--- config.mk ---
export PLATFORM = sky130hd
export DESIGN_NAME = cache_req_sync_fifo
export DESIGN_NICKNAME = d
export VERILOG_FILES = /design/src/rtl/cache_req_sync_fifo_pkg.sv /design/src/rtl/cache_sync2.sv /design/src/rtl/cache_req_sync_fifo.sv
export SDC_FILE = /design/constraint.sdc
export NUM_CORES = 1
export LEC_CHECK = 0
export BUFFER_PORTS_ARGS = -buffer_cell sky130_fd_sc_hd__clkbuf_2
export CAP_MARGIN = 20
export CORE_MARGIN = 2
export CORE_UTILIZATION = 59
export CTS_CLUSTER_DIAMETER = 150
export DETAILED_ROUTE_END_ITERATION = 8
export PLACE_DENSITY = 0.8
export SLEW_MARGIN = 20
export SYNTH_ARGS = -nofsm -noshare
export SYNTH_HDL_FRONTEND = slang
export SYNTH_HIERARCHICAL = 1
export SYNTH_SLANG_ARGS = --single-unit
--- constraint.sdc ---
create_clock -name clk -period 3.3 [get_ports clk]
set_input_delay 0.66 -clock clk [delete_from_list [all_inputs] [get_ports clk]]
set_output_delay 0.66 -clock clk [all_outputs]
set_load 0.005 [all_outputs]
--- src/rtl/cache_req_sync_fifo_pkg.sv ---
// Shared types and defaults for the cache replacement request FIFO.
package cache_req_sync_fifo_pkg;

   // Request handshake state; 2-bit encoding shared with other replacement-path blocks.
   typedef enum logic [1:0] {
      IDLE     = 2'd0,
      PEND     = 2'd1,
      ACK      = 2'd2,
      WAIT_LOW = 2'd3
   } fsm_t;

   localparam int FREE_CYC_DEF = 3;

endpackage

--- src/rtl/cache_sync2.sv ---
// Two-flop synchroniser for a single asynchronous level; resets to 0.
module cache_sync2 (
   input  logic clk,
   input  logic rst,
   input  logic d,
   output logic q
);

   logic meta;

   // Two back-to-back flops give metastability a full cycle to resolve.
   always_ff @(posedge clk) begin
      if (rst) begin
         meta <= 1'b0;
         q    <= 1'b0;
      end else begin
         meta <= d;
         q    <= meta;
      end
   end

endmodule

--- src/rtl/cache_req_sync_fifo.sv ---
// Consumes async drive/free/data requests, queues the data words and
// presents them on a valid/ready port to the replacement controller.
module cache_req_sync_fifo
   import cache_req_sync_fifo_pkg::*;
#(
   parameter int DATA_W   = 1,
   parameter int DEPTH    = 4,
   parameter int FREE_CYC = FREE_CYC_DEF
) (
   input  logic                     clk,
   input  logic                     rst,
   input  logic                     i_drive,
   input  logic [DATA_W-1:0]        i_data,
   output logic                     o_free,
   output logic                     o_valid,
   output logic [DATA_W-1:0]        o_data,
   input  logic                     i_ready,
   output logic [$clog2(DEPTH):0]   o_count
);

   localparam int PW = $clog2(DEPTH);
   localparam int CW = PW + 1;
   localparam int FW = (FREE_CYC > 1) ? $clog2(FREE_CYC) : 1;

   logic              drv_s, drv_q, rise;
   logic              full, pop, wr;
   fsm_t              state, state_nx;
   logic [FW-1:0]     free_cnt;
   logic [PW-1:0]     rd_ptr, wr_ptr;
   logic [DATA_W-1:0] mem [DEPTH];

   cache_sync2 u_sync (
      .clk (clk),
      .rst (rst),
      .d   (i_drive),
      .q   (drv_s)
   );

   // Edge flop: a rise is one synchronised 0->1 transition of the drive level.
   always_ff @(posedge clk) begin
      if (rst) drv_q <= 1'b0;
      else     drv_q <= drv_s;
   end

   assign rise    = drv_s & ~drv_q;
   assign full    = (o_count == CW'(DEPTH));
   assign o_valid = (o_count != '0);
   assign pop     = o_valid & i_ready;
   assign o_data  = o_valid ? mem[rd_ptr] : '0;

   // Next-state and write decision; full is the registered occupancy, so a
   // pop while full lets a pending write through only on the following cycle.
   always_comb begin
      state_nx = state;
      wr       = 1'b0;
      case (state)
         IDLE: begin
            if (rise) begin
               if (!full) begin
                  wr       = 1'b1;
                  state_nx = ACK;
               end else begin
                  state_nx = PEND;
               end
            end
         end
         PEND: begin
            if (!full) begin
               wr       = 1'b1;
               state_nx = ACK;
            end
         end
         ACK:      if (free_cnt == '0) state_nx = WAIT_LOW;
         WAIT_LOW: if (!drv_s)         state_nx = IDLE;
         default:  state_nx = IDLE;
      endcase
   end

   // State register, free-pulse length counter and a glitch-free registered o_free.
   always_ff @(posedge clk) begin
      if (rst) begin
         state    <= IDLE;
         free_cnt <= '0;
         o_free   <= 1'b0;
      end else begin
         state  <= state_nx;
         o_free <= (state_nx == ACK);
         if (wr)
            free_cnt <= FW'(FREE_CYC - 1);
         else if (state == ACK && free_cnt != '0)
            free_cnt <= free_cnt - 1'b1;
      end
   end

   // Pointers wrap naturally at DEPTH (power of two); count carries the extra bit.
   always_ff @(posedge clk) begin
      if (rst) begin
         rd_ptr  <= '0;
         wr_ptr  <= '0;
         o_count <= '0;
      end else begin
         if (wr)  wr_ptr <= wr_ptr + 1'b1;
         if (pop) rd_ptr <= rd_ptr + 1'b1;
         case ({wr, pop})
            2'b10:   o_count <= o_count + 1'b1;
            2'b01:   o_count <= o_count - 1'b1;
            default: o_count <= o_count;
         endcase
      end
   end

   // Storage needs no reset: o_data is masked whenever the FIFO is empty.
   always_ff @(posedge clk) begin
      if (wr) mem[wr_ptr] <= i_data;
   end

endmodule
==> summary by stage, run 1 <==
Status
The run finished with clean final reports.

Power and ir drop
Total power for the finished layout comes to ~0.63 mW. The worst-case IR drop observed on VDD is 289 uV. For this design the ratio of total power to cell area is 605 nW/um^2.

The leakage power total is 0.418 nW.

Route
The total via count after detailed routing is between 600 and 700. The count of nets left with antenna violations after detail routing is 0. The first detailed-routing pass ran for 4 iterations. In the routed design, unresolved DRC markers number 0. The final wirelength is 1330 um. The final routed wire length divided by cell count is between 10 and 15 um. Using the TritonRoute via totals, the vias-per-cell ratio works out to 5.07. The DRC violation total after the first TritonRoute iteration is 2.

Logic synthesis
Among all cell types in the netlist, the one instantiated most often is dfxtp_1. The synthesized design spends more area on one cell type than any other, namely dfxtp_1. The mean instance size in the synthesized netlist is roughly 11 um^2. When the netlist entered floorplanning its net count stood at a little over 100. The Yosys step of the flow raised 6 warnings. Ranked by total cell area, the synthesized netlist is headed by dfxtp_1 (36%), edfxtp_1 (13%), ha_1 (7.9%). The sequential element share of the synthesized area is 0.485. Ranked by instance count, the synthesized netlist is headed by dfxtp_1 (17), inv_1 (10), nor2_1 (10). Yosys mapped a number of flops with a built-in enable equal to 4. The register bit total from synthesis is 21.

Counting flops with an async set or reset pin after synthesis yields a share of 0. The top flip-flop cell by instance count after synthesis is dfxtp_1. The number of cells produced by synthesis is 90.

The mapped netlist covers 948 um^2. The share of synthesized area in the top cell type comes to 0.359. Counting distinct cell types in the post-synthesis netlist gives 28.

Setup path
In this design, the stage delay of the slowest critical-path cell is ~0.45 ns. The required arrival time at the worst endpoint is around 3.5 ns. The largest fanout on the critical path is 8.

The worst setup path is launched from a register. For this design, the slowest cell found on the critical path is dfxtp_1. Counting cells, the worst reg-to-reg path comes to 9.

STA puts the critical path data arrival time at 2.65 ns. The critical path in this run is classified as reg2reg. The kind of end point of the critical path is a register. The signal on the critical path passes through or3b_1 -> o211a_2 -> inv_1 -> ha_1 -> inv_1 -> fa_1 -> xor2_1 -> or3_1 -> a21oi_1.

The cell that appears most often on the critical path is inv_1. Setup slack on the worst reg-to-reg path comes out at 0.89 ns.

Clocking
The worst-case clock buffer depth is 2. Post-CTS timing repair inserted 0 buffers for setup. The clock buffer count from CTS is 3.

The clock transition at the registers of the reported paths is 0.12 ns. The CTS tree is yes. CTS saw 21 sinks.

The clock network latency to the later pin of the worst-skew pair is about 0.31 ns. In this run the number of H-tree levels came out at 1. The cell at the root of the clock tree is clkbuf_4. The total of cells resized after clock tree synthesis is 0. For this design, the CTS-stage hold fixing added 0 buffers.

Run
The max-capacitance violation count is 0.

Final layout
The fraction of layout instances using a drive strength above 1 is 0.184. The post-layout instance area is roughly 1000 um^2. The number of nets in the layout is approximately 120. The area growth from synthesis to final layout is 10.2%. The repair_antennas step left the layout with diodes totalling 0.

Die
The floorplan step set the die height to 44.1 um. The floorplan step defined a die boundary enclosing ~2000 um^2. The initialized floorplan defines 14 standard-cell rows. For this configuration, the core starts out at a cell density of 0.630. The I/O pin count is 11.

The floorplan die width is 44.1 um. The core region is 1510 um^2.

Timing
Measured against its own limit, the worst slew margin works out to 0.733. Setup violations remaining at the end of the flow were counted as 0. The post-route fraction of the period consumed by the critical path is 0.730. The achievable clock frequency is 415 MHz. The final hold violation count is 0. Hold timing on the final database bottoms out at a slack of 0.470 ns. The final number of max-transition violations is 0. Adding up every negative setup slack in the final design gives 0 ns. On the final layout, the worst clock skew is 0.00873 ns. Setup repair after global routing left no endpoint under its margin. The time the worst path needs with I/O delays and setup is 2.41 ns. The actual transition at the worst max-transition pin is 0.396 ns.

Global route
The number of global-route vias before repair is 567. In the global route stage, overall resource usage came out at 0.166. The largest net degree at the start of global routing is 19.

The initial antenna violation count is 0. The total overflow left after global routing is 0. The first global-routing pass estimated 2260 um of wire.

Min path
Counting instances, the worst hold path has a depth of 1. The type of the tightest min-delay check is reg2reg.

Placement
The port buffer count is 10. Once placement finished, the instance area stood at slightly above 1000 um^2. The weighted congestion reported at the end of routability-driven placement is 0.750.
## stage by stage
step                setup WS, ns  utilization  cells
finish                     0.892        0.694    119
global placement           0.999        0.674    115
global route               0.740        0.694    119
CTS                        0.898        0.694    119
detailed placement         0.937        0.674    115
floorplan                   1.05            -     90
## final cells by class
| type | instances | area, um^2 |
|---|---|---|
| fill | 120 | 462 |
| sequential | 21 | 460 |
| multi-input combinational | 58 | 447 |
| timing repair buffer | 10 | 50.0 |
| inverter | 10 | 37.5 |
| clock buffer | 3 | 22.5 |
| tap | 16 | 20.0 |
| clock inverter | 1 | 7.51 |
## report_power, final
group / leakage, nW / internal, mW / switching (mW)
registers: 0.175 / 0.296 / 0.0351
logic: 0.230 / 0.0896 / 0.0878
clock network: 0.0139 / 0.0462 / 0.0777
## layer usage
metal,global-route usage,wire length [um],vias to the layer above
li1,-,-,326
met2,0.253,608,10
met3,0.0490,45,4
met5,0,0,-
met1,0.203,653,263
met4,0.109,23,0
## layout by cell type, fill, tap and decap left out
| cell | count |
|---|---|
| a2111oi_0 | 1 |
| a21oi_1 | 5 |
| and2_1 | 5 |
| clkbuf_2 | 10 |
| clkbuf_4 | 3 |
| clkinvlp_4 | 1 |
| dfxtp_1 | 17 |
| edfxtp_1 | 4 |
| fa_1 | 1 |
| ha_1 | 6 |
| inv_1 | 10 |
| mux2_2 | 2 |
| mux2_4 | 1 |
| mux2i_1 | 1 |
| mux4_2 | 1 |
| nand2_1 | 1 |
| nand2b_1 | 3 |
| nor2_1 | 10 |
| nor2b_1 | 4 |
| nor3_1 | 2 |
| nor3b_1 | 1 |
| o2111ai_1 | 1 |
| o211a_2 | 1 |
| o21ai_0 | 1 |
| o311ai_0 | 1 |
| o31ai_1 | 1 |
| or3_1 | 2 |
| or3b_1 | 1 |
| xnor2_1 | 1 |
| xor2_1 | 5 |
## cells by family after synthesis
kind of cell	synth area share
buffers and inverters	0.0435
DFF	0.485
adders and majority gates	0.100
xor gates and xnor gates	0.0554
muxes	0.0739
and+or+nand+nor	0.164
AOI/OAI and AO/OA	0.0778
## worst paths after layout
| kind | to | startpoint |
|---|---|---|
| worst max register to register | o_count[2] | o_count[2] |
| worst max-delay path | o_count[2] | o_count[2] |
| worst min register to register | u_sync/q | u_sync/meta |
| worst min-delay path | u_sync/q | u_sync/meta |
## sequential cells by signal, indices dropped and copies added (netlist names), named ones only
name and flops:
wr_ptr 2, drv_q 1, rd_ptr 2, o_free 1, mem 4, u_sync/q 1
o_count 3, state 2, u_sync/meta 1, free_cnt 2
## worst max-delay path: cells and delay by family (launching register included)
family          cells  cell delay (ns)
simple gates        2             0.70
fa+ha+maj           2             0.55
flops               1             0.45
compound gates      2             0.34
xor+xnor            1             0.16
buf+inv             2             0.15
Power figures use the tool's default switching activity.
==> inputs of run 2 (changes only) <==
--- a/config.mk
+++ b/config.mk
@@ -8,10 +8,10 @@
 export BUFFER_PORTS_ARGS = -buffer_cell sky130_fd_sc_hd__clkbuf_2
 export CAP_MARGIN = 20
 export CORE_MARGIN = 2
-export CORE_UTILIZATION = 59
+export CORE_UTILIZATION = 49
 export CTS_CLUSTER_DIAMETER = 150
 export DETAILED_ROUTE_END_ITERATION = 8
-export PLACE_DENSITY = 0.8
+export PLACE_DENSITY = 0.71
 export SLEW_MARGIN = 20
 export SYNTH_ARGS = -nofsm -noshare
 export SYNTH_HDL_FRONTEND = slang
==> constraint.sdc (replaced) <==
create_clock -name clk -period 2 [get_ports clk]
set_input_delay 0.4 -clock clk [delete_from_list [all_inputs] [get_ports clk]]
set_output_delay 0.4 -clock clk [all_outputs]
set_load 0.005 [all_outputs]
==> run 2 against run 1 <==
Compared with the run above: the flow now finishes with violations (negative setup slack); non-clock buffer count rose by 10; first-iteration DRC count rose to 2.5 times the previous value; total power rose by 80%; worst setup slack got worse by 0.97 ns; critical path depth did not move; cell area rose by 11%; flip-flop and latch count did not move; highest routed layer unchanged.
==> summary by stage, run 2 (synthesis results as in run 1) <==
Status
The run finished, with violations left. The final reports fail on negative setup slack.

Final layout
The number of flip-flops in the largest register is 4 (unchanged). In the final layout, the registers with the most flip-flops are mem (4), o_count (3). The combined area of the multi-input logic cells is 472 um^2 (+5.6%). The leading cell type in the layout, fill and taps excluded is dfxtp_1.

mem holds more flip-flops than any other register. The register area is 467 um^2 (+1.4%). From synthesis to final layout, the design area changed by 22.6%.

The filler cell count was 155 (+29%). The utilization after layout is 0.659 (-0.0347). In the layout the commonest cells are dfxtp_1 (14), nor2_1 (10), clkbuf_2 (10), buf_4 (10), inv_1 (8). The number of nets in the layout is 126 (+8.6%).

The fraction of layout instances using a drive strength above 1 is 0.327 (+0.143). The number of diodes added for antenna fixing is 0 (unchanged).

Setup path
Broken down by cell family, the worst path's largest delay share belongs to simple AND/OR/NAND/NOR gates. The highest-delay cell along the critical path is or3b_4. The count of buffer and inverter cells on the critical path is 2 (unchanged). The kind of end point of the critical path is a register. The arrival time at the worst endpoint came to 2.29 ns (-0.36 ns). The kind of launch point of the worst setup path is a register.

The largest fanout on the critical path came to 2 (-6). The signal on the critical path passes through or3b_4 -> o211a_4 -> inv_4 -> ha_4 -> inv_2 -> fa_2 -> xor2_1 -> or3_1 -> a21oi_1. The required arrival time at the worst endpoint came to 2.22 ns (-1.32 ns). The largest stage delay on the critical path is 0.38 ns (-0.07 ns).

The setup path with the least slack is of type reg2reg.

Die
The area inside the core boundary is 1760 um^2 (+17%). The vertical die dimension was 48.0 um (+8.8%). The starting density of the core is 0.538 (-0.0920). The area of the die came to 2300 um^2 (+18%).

The I/O pin count is 11 (unchanged). The number of placement rows is 15 (+1). The floorplan die width is 48.0 um (+8.8%).

Timing
The clock skew is 0.00869 ns (-0.0000397 ns). The final number of max-transition violations is 0 (unchanged). The relative slew slack is 0.732 (about the same).

The worst-case setup margin in the final layout came to -0.0730 ns (-0.965 ns). The time the worst path needs with I/O delays and setup is 2.07 ns (-0.335 ns). The actual transition at the worst max-transition pin is 0.396 ns (+0.000785 ns). The achievable clock frequency is 482 MHz (+16%). The post-route fraction of the period consumed by the critical path is 1.04 (+0.307). The total of endpoints with negative setup slack in the final report was 1 (+1).

Setup repair after global routing could not meet its margin everywhere. The final hold violation count is 0 (unchanged).

Power and ir drop
The post-route total power is 1.14 mW (+80%). The leakage power total is 0.480 nW (+15%). The maximum vdd drop is 598 uV (+110%). The total power density per cell area is 981 nW/um^2 (+62%).

Route
The number of vias per cell after detailed routing was 4.77 (-5.9%). The final routed wire length divided by cell count is 10.8 um (-3.4%). The detailed-route DRC error count is 0 (unchanged). The DRC violation total after the first TritonRoute iteration is 5 (+3). The count of nets left with antenna violations after detail routing was 0 (unchanged). The total via count after detailed routing is 658 (+9.1%). The final wirelength came to 1490 um (+12%).

The detailed-router iteration count before antenna repair came to 3 (-1).

Clocking
The clock network latency to the later pin of the worst-skew pair is 0.30 ns (about the same). The worst-case clock buffer depth was 2 (unchanged). The clock buffer count from CTS came to 3 (unchanged).

In this run the clock root is driven by a clkbuf_4. TritonCTS built the clock tree. The TritonCTS sink count was 21 (unchanged). The clock transition at the registers of the reported paths is 0.12 ns (about the same). The level count of the clock H-tree is 1 (unchanged).

Placement
Detailed placement ended at an HPWL of between 1000 and 1500 um. The weighted congestion reported at the end of routability-driven placement is 0.710 (-5.4%). The port buffer count is 10 (unchanged).

Global route
The global-route wire length before repair is 2490 um (+10%). The initial antenna violation count came to 0 (unchanged). The number of global-route vias before repair is 594 (+4.8%).

The global-route usage over all layers was 0.158 (-0.00803). The global-route congestion overflow total is 0 (unchanged). The largest net degree at the start of global routing is 19 (unchanged).

Run
The max-capacitance violation count is 0 (unchanged).

Min path
The worst hold path belongs to the class in2reg.
[run 2: cell count changes in the layout (fill, tap and decap cells not counted), moves of 2 or more]
cell / change
buf_4: +10
dfxtp_1: -3
dfxtp_2: +2
inv_1: -2
[run 2: final cells by class]
type                            instances  share of cell area
Inverter                               10              0.0344
Clock buffer                            3              0.0194
Timing Repair Buffer                   20               0.108
Clock inverter                          1             0.00431
Tap cell                               25              0.0269
Sequential cell                        21               0.402
Multi-Input combinational cell         58               0.406
[run 2: timing repair]
| item | CTS | global route |
|---|---|---|
| gates resized for setup | 1 | 0 |
| hold buffers | 0 | 0 |
| setup buffers | 0 | 2 |
| endpoints found under the setup margin | 1 | 2 |
[run 2: worst reg2reg max path, delay by kind of cell, from the launching register on]
family	cells	cell delay (ns)
and+or+nand+nor	2	0.68
adders and majority gates	2	0.45
DFF	1	0.35
AOI/OAI and AO/OA	2	0.28
xor gates and xnor gates	1	0.15
buffers and inverters	2	0.09
[run 2: worst paths after layout]
| kind | cells after the start | slack [ns] | from | end |
|---|---|---|---|---|
| setup / recovery | 9 | -0.07 | o_count[2] | o_count[2] |
| hold / removal | 2 | 0.31 | i_drive | u_sync/meta |
| setup reg to reg | 9 | -0.07 | o_count[2] | o_count[2] |
| hold reg to reg | 1 | 0.47 | u_sync/meta | u_sync/q |
[run 2: metal layers]
metal,wire length [um],up-vias,part of all wire,global-route usage
li1,-,345,-,-
met1,754,302,0.51,0.208
met2,687,9,0.46,0.243
met3,32,2,0.021,0.0453
met4,14,0,0.0094,0.0649
met5,0,-,0,0
[run 2: power breakdown]
group / internal, mW / switching, mW
clock network: 0.0744 / 0.122
logic: 0.222 / 0.201
registers: 0.492 / 0.0293
[run 2: through the flow]
step	hold slack (ns)	instances	TNS, ns	setup slack [ns]	area, um^2
5_1_grt	0.283	138	-0.165	-0.136	1160
6_report	0.310	138	-0.0730	-0.0730	1160
3_5_place_dp	0.439	132	-0.0637	-0.0637	1120
3_3_place_gp	0.443	132	-0.0325	-0.0325	1120
4_1_cts	0.292	136	-0.0843	-0.0843	1150
2_1_floorplan	0.414	90	-0.0794	-0.0794	982
==> inputs of run 3 (changes only) <==
--- a/config.mk
+++ b/config.mk
@@ -15,5 +15,4 @@
 export SLEW_MARGIN = 20
 export SYNTH_ARGS = -nofsm -noshare
 export SYNTH_HDL_FRONTEND = slang
-export SYNTH_HIERARCHICAL = 1
 export SYNTH_SLANG_ARGS = --single-unit
==> run 3 against run 2 <==
Compared with the run above: the run still ends with negative setup slack left; largest power group unchanged; critical endpoint unchanged; non-clock buffer count unchanged; first-iteration DRC count down 20%; clock skew down 0.0040 ns; largest cell class unchanged; sequential power about the same.
==> summary by stage, run 3 <==
Status
The run finished, with violations left. The checks that failed: negative setup slack.

Placement
The HPWL after detailed placement is 1190 um (+4.6%). The weighted congestion reported at the end of routability-driven placement is 0.713 (+0.48%). The placed instance area came to 1120 um^2 (unchanged). The port buffer count came to 10 (unchanged).

Logic synthesis
The mean instance size in the synthesized netlist is 10.5 um^2 (-0.71%). The register bit total from synthesis came to 21 (unchanged). The sequential element share of the synthesized area was 0.484 (-0.00191). The cell type with the largest total area after synthesis is dfxtp_1. The number of cells produced by synthesis is 91 (+1.1%). In the synthesized netlist the dominant register cell turns out to be dfxtp_1. The distinct cell type count after synthesis is 28 (unchanged). The number of flops mapped to enable cells by yosys is 4 (unchanged). The number of warnings printed during yosys synthesis was 0 (-6). Yosys instantiated no cell more often than dfxtp_1. Ranked by total cell area, the synthesized netlist is headed by dfxtp_1 (36%), edfxtp_1 (13%), ha_1 (7.9%). After synthesis, the most frequently instantiated cells are dfxtp_1 (17), inv_1 (10), nor2_1 (10).

The area fraction of the dominant cell type after synthesis is 0.357 (-0.00141). The async set-or-reset flop fraction in the synthesized netlist came to 0 (unchanged). The post-synthesis instance area was 952 um^2 (+0.40%).

The net count after synthesis is 103 (+0.98%).

Die
The starting density of the core was 0.534 (-0.00355). The area of the die is 2310 um^2 (+0.35%). The floorplan die width is 48.1 um (+0.18%). The I/O pin count was 11 (unchanged).

The number of placement rows is 15 (unchanged). The vertical die dimension is 48.1 um (+0.18%). The area inside the core boundary is 1780 um^2 (+1.1%).

Power and ir drop
The internal cell power is 0.791 mW (+0.49%). The leakage power total is 0.478 nW (-0.56%). The maximum vdd drop was 509 uV (-15%).

The sequential share of power is 0.454 (-0.003). The net switching component of the power is 0.360 mW (+1.9%). The post-route total power is 1.15 mW (+0.93%). The combinational fraction of design power was 0.370 (about the same). The fraction of power consumed by the clock network is 0.176 (+0.003). The share of total power consumed by net switching is 0.313 (+0.00300). The total power density per cell area is 985 nW/um^2 (+0.39%).

Route
The final wirelength is 1570 um (+5.2%). The count of nets left with antenna violations after detail routing is 0 (unchanged). The detailed-route DRC error count is 0 (unchanged). The DRC violation total after the first TritonRoute iteration was 4 (-1). The detailed-router iteration count before antenna repair is 6 (+3). The total via count after detailed routing is 665 (+1.1%). The final routed wire length divided by cell count came to 11.4 um (+5.2%).

The number of vias per cell after detailed routing is 4.82 (+1.1%).

Final layout
The number of diodes added for antenna fixing is 0 (unchanged). The number of nets in the layout is 126 (unchanged). More flip-flops sit in one register than any other, and that register is mem. The library cells used most frequently in the layout, excluding fill and tap cells, are dfxtp_1 (14), nor2_1 (10), clkbuf_2 (10), buf_4 (10), inv_1 (8).

The post-layout instance area is 1170 um^2 (+0.54%). The area growth from synthesis to final layout is 22.7%. In the final layout, the registers with the most flip-flops are mem (4), o_count (3).

The fraction of layout instances using a drive strength above 1 is 0.336 (+0.00885). The library cell used most frequently in the layout, excluding fill and tap cells, is dfxtp_1. The number of flip-flops in the largest register is 4 (unchanged).

Global route
The global-route congestion overflow total is 0 (unchanged). The initial antenna violation count came to 0 (unchanged). The global-route usage over all layers was 0.166 (+0.00799). The global-route wire length before repair is 2600 um (+4.5%). The largest net degree at the start of global routing is 19 (unchanged). The number of global-route vias before repair is 646 (+8.8%).

Setup path
The largest stage delay on the critical path is 0.38 ns (about the same). The largest individual stage delay along the critical path comes from the cell or3b_4. The largest fanout on the critical path came to 2 (unchanged).

The required arrival time at the worst endpoint is 2.23 ns (about the same). The worst setup path is launched from a register. STA classifies the critical path endpoint as a register. The arrival time at the worst endpoint came to 2.37 ns (+0.08 ns).

The critical path goes through or3b_4 -> o211a_4 -> inv_4 -> ha_4 -> inv_2 -> fa_2 -> xor2_1 -> or3_1 -> a21oi_2. The critical path is of the reg2reg type.

Timing
Setup repair after global routing could not meet its margin everywhere. The post-route fraction of the period consumed by the critical path is 1.07 (+0.0289). The total of endpoints with negative setup slack in the final report is 1 (unchanged).

The time the worst path needs with I/O delays and setup is 2.13 ns (+0.0579 ns). The worst-case setup margin in the final layout was -0.131 ns (-0.0579 ns). The relative slew slack is 0.738 (+0.00596). The final number of max-transition violations is 0 (unchanged). The clock skew was 0.00470 ns (-0.00399 ns). The final hold violation count is 0 (unchanged). The achievable clock frequency was 469 MHz (-2.7%). The actual transition at the worst max-transition pin was 0.388 ns (-0.00883 ns).

Clocking
The clock network latency to the later pin of the worst-skew pair is 0.30 ns (about the same). The cell at the root of the clock tree is clkbuf_4. The clock buffer count from CTS is 3 (unchanged). TritonCTS built the clock tree. The total of hold buffers inserted after clock tree synthesis was 0 (unchanged). The worst-case clock buffer depth is 2 (unchanged).

The TritonCTS sink count was 21 (unchanged). The clock transition at the registers of the reported paths is 0.12 ns (about the same). The level count of the clock H-tree was 1 (unchanged).

Min path
The type of the tightest min-delay check is in2reg.

Run
The max-capacitance violation count is 0 (unchanged).
run 3: through the flow:
stage	setup slack (ns)	TNS [ns]	instances	util	hold slack [ns]
after floorplan	-0.0794	-0.0794	91	-	0.414
after detailed placement	-0.126	-0.126	132	0.628	0.437
final	-0.131	-0.131	138	0.655	0.302
after CTS	-0.140	-0.140	136	0.647	0.292
after global routing	-0.190	-0.256	138	0.655	0.307
after global placement	-0.0342	-0.0342	132	0.628	0.435
run 3: final timing paths:
kind / cells past startpoint / slack [ns] / from / end
setup / recovery: 9 / -0.13 / o_count[2] / o_count[2]
hold reg to reg: 1 / 0.46 / u_sync.meta / u_sync.q
hold / removal: 2 / 0.30 / i_drive / u_sync.meta
setup reg to reg: 9 / -0.13 / o_count[2] / o_count[2]
run 3: routing by layer:
metal  vias to the layer above  wire length (um)  GRT usage
met3                         0                40     0.0453
met2                        11               797      0.283
li1                        348                 -          -
met4                         0                 0     0.0649
met1                       306               730      0.197
met5                         -                 0          0
run 3: power by group through the flow:
stage | clock (mW) | sequential [mW] | combinational [mW]
2_1_floorplan | 0 | 0.550 | 0.244
3_3_place_gp | 0 | 0.530 | 0.402
3_5_place_dp | 0 | 0.533 | 0.414
4_1_cts | 0.219 | 0.524 | 0.422
5_1_grt | 0.231 | 0.531 | 0.484
6_report | 0.203 | 0.523 | 0.426
run 3: area by class of cell:
class                           count  area, um^2
Sequential cell                    21         467
Timing Repair Buffer               20         125
Multi-Input combinational cell     58         475
Fill cell                         140         614
Tap cell                           25        31.3
Inverter                           10        40.0
Clock inverter                      1        7.51
Clock buffer                        3        22.5
run 3: cell families after synthesis:
| logic type | after synthesis | share of synthesized area |
|---|---|---|
| AO/OA/AOI/OAI | 11 | 0.0775 |
| buffers and inverters | 12 | 0.0473 |
| multiplexers | 5 | 0.0736 |
| AND/OR/NAND/NOR | 29 | 0.163 |
| XOR/XNOR | 6 | 0.0552 |
| adder cells (fa/ha/maj) | 7 | 0.0999 |
| flip-flops | 21 | 0.484 |
run 3: what timing repair did:
action / 4_1_cts / 5_1_grt
setup endpoints to repair: 1 / 2
gates cloned: 0 / 0
hold endpoints to repair: 0 / 0
resized for setup: 2 / 0
pin swaps: 0 / 0
buffers inserted: 0 / 2
run 3: critical path: cells and delay by family (launching register included):
| family | cells | cell delay [ns] |
|---|---|---|
| DFF | 1 | 0.36 |
| buffers and inverters | 2 | 0.09 |
| adders and majority gates | 2 | 0.46 |
| xor gates and xnor gates | 1 | 0.16 |
| AOI/OAI and AO/OA | 2 | 0.29 |
| and+or+nand+nor | 2 | 0.70 |
